--- src/rtl/button_conditioner.sv ---
// Push-button front end: 2-flop sync + debounce FSM per button, press pulses, forward/backward arbitration.
// Define BUTTON_CONDITIONER_ATTACK_REPEAT_EN to add attack auto-repeat pulses while attack is held.
module button_conditioner #(
    parameter int DEBOUNCE_CYCLES = 1000000,
    parameter int CNT_W           = 20,
    parameter int REPEAT_CYCLES   = 25000000
) (
    input  logic clk,
    input  logic rst,
    input  logic btn_forward_in,
    input  logic btn_backward_in,
    input  logic btn_jump_in,
    input  logic btn_attack_in,
    output logic forward,
    output logic backward,
    output logic jump,
    output logic attack,
    output logic jump_pulse,
    output logic attack_pulse
);

    typedef enum logic [1:0] {
        IDLE,
        PRESS_WAIT,
        PRESSED,
        RELEASE_WAIT
    } state_t;

    localparam int NBTN = 4;
    localparam int FWD  = 0;
    localparam int BWD  = 1;
    localparam int JMP  = 2;
    localparam int ATK  = 3;
    localparam logic [CNT_W-1:0] CNT_LAST = CNT_W'(DEBOUNCE_CYCLES - 1);

    logic [NBTN-1:0]  raw;
    logic [NBTN-1:0]  sync1_q, sync1_d;
    logic [NBTN-1:0]  sync2_q, sync2_d;
    state_t           state_q [NBTN];
    state_t           state_d [NBTN];
    logic [CNT_W-1:0] cnt_q [NBTN];
    logic [CNT_W-1:0] cnt_d [NBTN];
    logic [NBTN-1:0]  level_q, level_d;
    logic [NBTN-1:0]  rise;
    logic             last_dir_q, last_dir_d;
    logic             forward_q, forward_d;
    logic             backward_q, backward_d;
    logic             jump_pulse_q, jump_pulse_d;
    logic             attack_pulse_q, attack_pulse_d;
    logic             rpt_fire;

    assign raw = {btn_attack_in, btn_jump_in, btn_backward_in, btn_forward_in};

    always_comb begin
        sync1_d = raw;
        sync2_d = sync1_q;
        rise    = '0;
        for (int i = 0; i < NBTN; i++) begin
            state_d[i] = state_q[i];
            cnt_d[i]   = cnt_q[i];
            case (state_q[i])
                IDLE: begin
                    if (sync2_q[i]) begin
                        state_d[i] = PRESS_WAIT;
                        cnt_d[i]   = CNT_W'(1);
                    end else begin
                        cnt_d[i]   = '0;
                    end
                end
                PRESS_WAIT: begin
                    if (!sync2_q[i]) begin
                        state_d[i] = IDLE;
                        cnt_d[i]   = '0;
                    end else if (cnt_q[i] == CNT_LAST) begin
                        state_d[i] = PRESSED;
                        cnt_d[i]   = '0;
                        rise[i]    = 1'b1;
                    end else begin
                        cnt_d[i]   = cnt_q[i] + CNT_W'(1);
                    end
                end
                PRESSED: begin
                    if (!sync2_q[i]) begin
                        state_d[i] = RELEASE_WAIT;
                        cnt_d[i]   = CNT_W'(1);
                    end
                end
                RELEASE_WAIT: begin
                    if (sync2_q[i]) begin
                        state_d[i] = PRESSED;
                        cnt_d[i]   = '0;
                    end else if (cnt_q[i] == CNT_LAST) begin
                        state_d[i] = IDLE;
                        cnt_d[i]   = '0;
                    end else begin
                        cnt_d[i]   = cnt_q[i] + CNT_W'(1);
                    end
                end
                default: begin
                    state_d[i] = IDLE;
                    cnt_d[i]   = '0;
                end
            endcase
            level_d[i] = (state_d[i] == PRESSED) || (state_d[i] == RELEASE_WAIT);
        end
    end

`ifdef BUTTON_CONDITIONER_ATTACK_REPEAT_EN
    localparam int RPT_W = (REPEAT_CYCLES > 2) ? $clog2(REPEAT_CYCLES) : 1;
    localparam logic [RPT_W-1:0] RPT_LAST = RPT_W'(REPEAT_CYCLES - 1);

    logic [RPT_W-1:0] rpt_q, rpt_d;

    always_comb begin
        rpt_d    = '0;
        rpt_fire = 1'b0;
        if (state_q[ATK] == PRESSED) begin
            if (rpt_q == RPT_LAST) begin
                rpt_fire = 1'b1;
            end else begin
                rpt_d    = rpt_q + RPT_W'(1);
            end
        end
    end

    always_ff @(posedge clk or posedge rst) begin
        if (rst) begin
            rpt_q <= '0;
        end else begin
            rpt_q <= rpt_d;
        end
    end
`else
    assign rpt_fire = 1'b0;
`endif

    // Most recent direction press wins; a simultaneous rise goes to forward.
    always_comb begin
        last_dir_d = last_dir_q;
        if (rise[FWD]) begin
            last_dir_d = 1'b1;
        end else if (rise[BWD]) begin
            last_dir_d = 1'b0;
        end
        forward_d      = level_q[FWD] & (~level_q[BWD] | last_dir_q);
        backward_d     = level_q[BWD] & (~level_q[FWD] | ~last_dir_q);
        jump_pulse_d   = rise[JMP];
        attack_pulse_d = rise[ATK] | rpt_fire;
    end

    always_ff @(posedge clk or posedge rst) begin
        if (rst) begin
            sync1_q        <= '0;
            sync2_q        <= '0;
            level_q        <= '0;
            last_dir_q     <= 1'b1;
            forward_q      <= 1'b0;
            backward_q     <= 1'b0;
            jump_pulse_q   <= 1'b0;
            attack_pulse_q <= 1'b0;
            for (int i = 0; i < NBTN; i++) begin
                state_q[i] <= IDLE;
                cnt_q[i]   <= '0;
            end
        end else begin
            sync1_q        <= sync1_d;
            sync2_q        <= sync2_d;
            level_q        <= level_d;
            last_dir_q     <= last_dir_d;
            forward_q      <= forward_d;
            backward_q     <= backward_d;
            jump_pulse_q   <= jump_pulse_d;
            attack_pulse_q <= attack_pulse_d;
            for (int i = 0; i < NBTN; i++) begin
                state_q[i] <= state_d[i];
                cnt_q[i]   <= cnt_d[i];
            end
        end
    end

    assign forward      = forward_q;
    assign backward     = backward_q;
    assign jump         = level_q[JMP];
    assign attack       = level_q[ATK];
    assign jump_pulse   = jump_pulse_q;
    assign attack_pulse = attack_pulse_q;

endmodule

--- config.mk ---
export PLATFORM = sky130hd
export DESIGN_NAME = button_conditioner
export DESIGN_NICKNAME = d
export VERILOG_FILES = /design/src/rtl/button_conditioner.sv
export SDC_FILE = /design/constraint.sdc
export NUM_CORES = 1
export LEC_CHECK = 0
export CORE_MARGIN = 2
export CORE_UTILIZATION = 40
export DETAILED_ROUTE_END_ITERATION = 8
export GPL_TIMING_DRIVEN = 0
export SYNTH_ARGS = -nofsm -noshare
export SYNTH_HDL_FRONTEND = slang
export SYNTH_SLANG_ARGS = --single-unit
--- constraint.sdc ---
create_clock -name clk -period 4.53 [get_ports clk]
set_clock_uncertainty 0.15 [all_clocks]
set_input_delay 0.906 -clock clk [delete_from_list [all_inputs] [get_ports clk]]
set_output_delay 0.906 -clock clk [all_outputs]
set_load 0.02 [all_outputs]
==> results.sh <==
export IMPL_outcome="completed"
export IMPL_worstSetupStartpointType="flip-flop"
export IMPL_wl_per_cell_um=14.4
export IMPL_crit_path_end_kind="flip-flop"
export IMPL_synthTopCellsByCount="dfrtp_1, nand2_1, nand3_1"
export IMPL_viasPerCell=5.65
export IMPL_syn_area_um2=5550
export IMPL_pwr_share_clk_pct=41.9
export IMPL_dp_slack_ns=1.77
export IMPL_clock_path_buffers=2
export IMPL_layout_setup_ws_ns=1.77
export IMPL_synth_edf_count=0
export IMPL_route_detailed_drc=0
export IMPL_critPathMaxFanout=10
export IMPL_n_antenna_cell=0
export IMPL_grt_setup_unrepaired="false"
export IMPL_grt_use_met2_pct=27.2
export IMPL_clkLatencyLatePin_ns=0.35
export IMPL_via_count=4625
export IMPL_hold_end="sync2_q[3]"
export IMPL_io_buffers=11
export IMPL_grtUsageMet1_pct=23.7
export IMPL_yosysWarnings=0
export IMPL_final_core_utilization_pct=45.1
export IMPL_cts_resized=0
export IMPL_ys_seq_area_share_pct=46.9
export IMPL_grt_pass1_vias=4443
export IMPL_cts_hold_buf=0
export IMPL_drv_cap=0
export IMPL_post_route_period_util_pct=61.0
export IMPL_hold_start="sync1_q[3]"
export IMPL_rr_endpoint="cnt_q[16]"
export IMPL_use_met3_pct=2.48
export IMPL_syn_inst=610
export IMPL_areaGrowthSynthToFinish_pct=11.5
export IMPL_drt_iter0_drc=259
export IMPL_sequentialPowerShare_pct=53.6
export IMPL_layout_drive_gt1_share_pct=5.64
export IMPL_arrival_ns=2.88
export IMPL_rows=43
export IMPL_synth_top_cell_area_share_pct=46.4
export IMPL_cts_tree="built"
export IMPL_io_pins=12
export IMPL_worstRegToRegCells=7
export IMPL_numCtsBuffers=9
export IMPL_syn_avg_cell_area_um2=9.10
export IMPL_die_h_um=122
export IMPL_finalMaxSlewViolations=0
export IMPL_syn_nets=620
export IMPL_yosysTopAreaCell="dfrtp_1"
export IMPL_rrSetupSlack_ns=1.77
export IMPL_fin_crit_ns=2.76
export IMPL_crit_start="cnt_q[0]"
export IMPL_clock_sinks=104
export IMPL_antenna_found_initial=0
export IMPL_hold_viol_final=0
export IMPL_grt_max_degree=70
export IMPL_hold_class="reg2reg"
export IMPL_grt_busiest_layer="met2"
export IMPL_start_util_pct=40.5
export IMPL_die_x_um=122
export IMPL_synth_cell_types=58
export IMPL_dp_hpwl_um=8070
export IMPL_async_reset_ff_share_pct=100
export IMPL_hold_depth=0
export IMPL_fmax_ghz=0.362
export IMPL_overflow=0
export IMPL_vdd_drop_max_v=0.000153
export IMPL_nets=643
export IMPL_synth_area_leaders="dfrtp_1, nand3_1, nand2_1"
export IMPL_ys_ff_latch=104
export IMPL_p_int_uw=1350
export IMPL_track_usage_pct=17.2
export IMPL_yosysMostFrequentCell="dfrtp_1"
export IMPL_finalWirelength_um=11700
export IMPL_critPathRequiredTime_ns=4.64
export IMPL_ys_flop_type="dfrtp_1"
export IMPL_cts_clk_slew_worst_paths_ns=0.07
export IMPL_dieArea_um2=14800
export IMPL_drtAntennaViolNets=0
export IMPL_grt_pass1_wl_um=20700
export IMPL_core_area_um2=13700
export IMPL_gp_congestion=0.903
export IMPL_nFillCells=1339
export IMPL_p_switching_uw=415
export IMPL_p_sw_share_pct=23.5
export IMPL_root_buffer="clkbuf_16"
export IMPL_powerDensity_nw_per_um2=286
export IMPL_p_comb_share_pct=4.6
export IMPL_dr_pass1_iters=5
export IMPL_maxSlewHeadroom_pct=43.0
export IMPL_rr_startpoint="cnt_q[0]"
export IMPL_cts_setup_buffers=0
export IMPL_leakage_uw=0.00244
export IMPL_path_class="reg2reg"
export IMPL_htreeDepth=3
export IMPL_setup_viol=0
export IMPL_worstMarginPinSlew_ns=0.854
## layout by cell type (no fill, tap or decap), types with 3 or more instances in the layout
cell             synthesis  final
a211oi_1                 4      4
a21o_1                  10     10
a21oi_1                 38     38
a22o_1                   9      9
and2_1                   9      9
and3_1                   6      6
and4_1                  11     11
buf_2                    4      4
clkbuf_1                19     21
clkbuf_16                0      9
clkdlybuf4s50_1          0     11
dfrtp_1                103    103
ha_1                     4      4
inv_1                   26     25
mux2_2                   5      5
mux2i_1                 13     13
nand2_1                 66     66
nand2b_1                 4      4
nand3_1                 52     52
nand3b_1                 7      7
nand4_1                 25     25
nor2_1                  36     36
nor3_1                  13     13
nor3b_1                  5      5
nor4_1                  10     10
nor4b_1                  4      4
nor4bb_1                 3      3
o211ai_1                 6      6
o21a_1                   3      3
o21ai_0                 42     42
o21ai_1                  3      3
o31ai_1                  3      3
or3_1                   23     23
or4_1                    7      7
xnor2_1                  3      3
xor2_1                   5      5
## power by group through the flow
stage	Sequential [uW]	Clock (uW)	Combinational [uW]
floorplan	964	0	56.2
global placement	966	0	77.8
global route	949	804	92.5
detailed placement	966	0	82.8
finish	948	741	81.0
CTS	948	761	82.8
## worst max-delay path, cell delays in order, from the launching register on
cell and delay (ns):
dfrtp_1 0.42, ha_1 0.24, nand3_1 0.24, nor4_2 0.13, a21oi_1 0.68, clkbuf_1 0.47, nand2_1 0.14, o21ai_0 0.20
## layer usage
layer  up-vias  part of all wire [%]
met5         -                     0
met4         0                   1.9
met3        15                   2.9
met2        67                    47
met1      2241                    48
li1       2302                     -
## logic make-up after synthesis
family                     after synthesis  synth area share (%)
adders and majority gates                4                 0.902
buffers and inverters                   49                  3.40
xor gates and xnor gates                 8                  1.26
and+or+nand+nor                        295                  29.5
DFF                                    104                  46.9
muxes                                   20                  3.76
AOI/OAI and AO/OA                      130                  14.3
## worst max path at each step
stage | endpoint | slack (ns) | cells past startpoint
5_1_grt | cnt_q[16] | 1.43 | 7
3_5_place_dp | cnt_q[16] | 1.77 | 7
3_3_place_gp | state_q[2] | -0.88 | 2
4_1_cts | cnt_q[16] | 1.75 | 7
6_report | cnt_q[16] | 1.77 | 7
2_1_floorplan | attack_pulse | 0.74 | 1
## layout make-up
type                            count  area [um^2]  area share, %
Clock buffer                       12          246           3.98
Sequential cell                   104         2600           42.0
Buffer                             23         91.3           1.48
Multi-Input combinational cell    457         2760           44.6
Clock inverter                      4         28.8          0.465
Timing Repair Buffer               12          138           2.22
Inverter                           26          100           1.62
Tap cell                          180          225           3.64
## flip-flops by register name, indices dropped and copies added (netlist names)
register      cells
level_q           3
forward           1
jump_pulse        1
sync1_q           4
sync2_q           4
backward          1
attack_pulse      1
last_dir_q        1
state_q           8
cnt_q            80
## per-stage QoR
step | setup TNS [ns] | area, um^2 | instances | hold slack [ns] | total power (uW)
2_1_floorplan | 0 | 5550 | 610 | 0.181 | 1020
4_1_cts | 0 | 6190 | 818 | 0.203 | 1790
3_3_place_gp | -89.85 | 5890 | 801 | 0.184 | 1040
5_1_grt | 0 | 6190 | 818 | 0.224 | 1850
3_5_place_dp | 0 | 5920 | 802 | 0.186 | 1050
6_report | 0 | 6190 | 818 | 0.202 | 1770
Note: power is estimated with default switching activity, not from simulation.
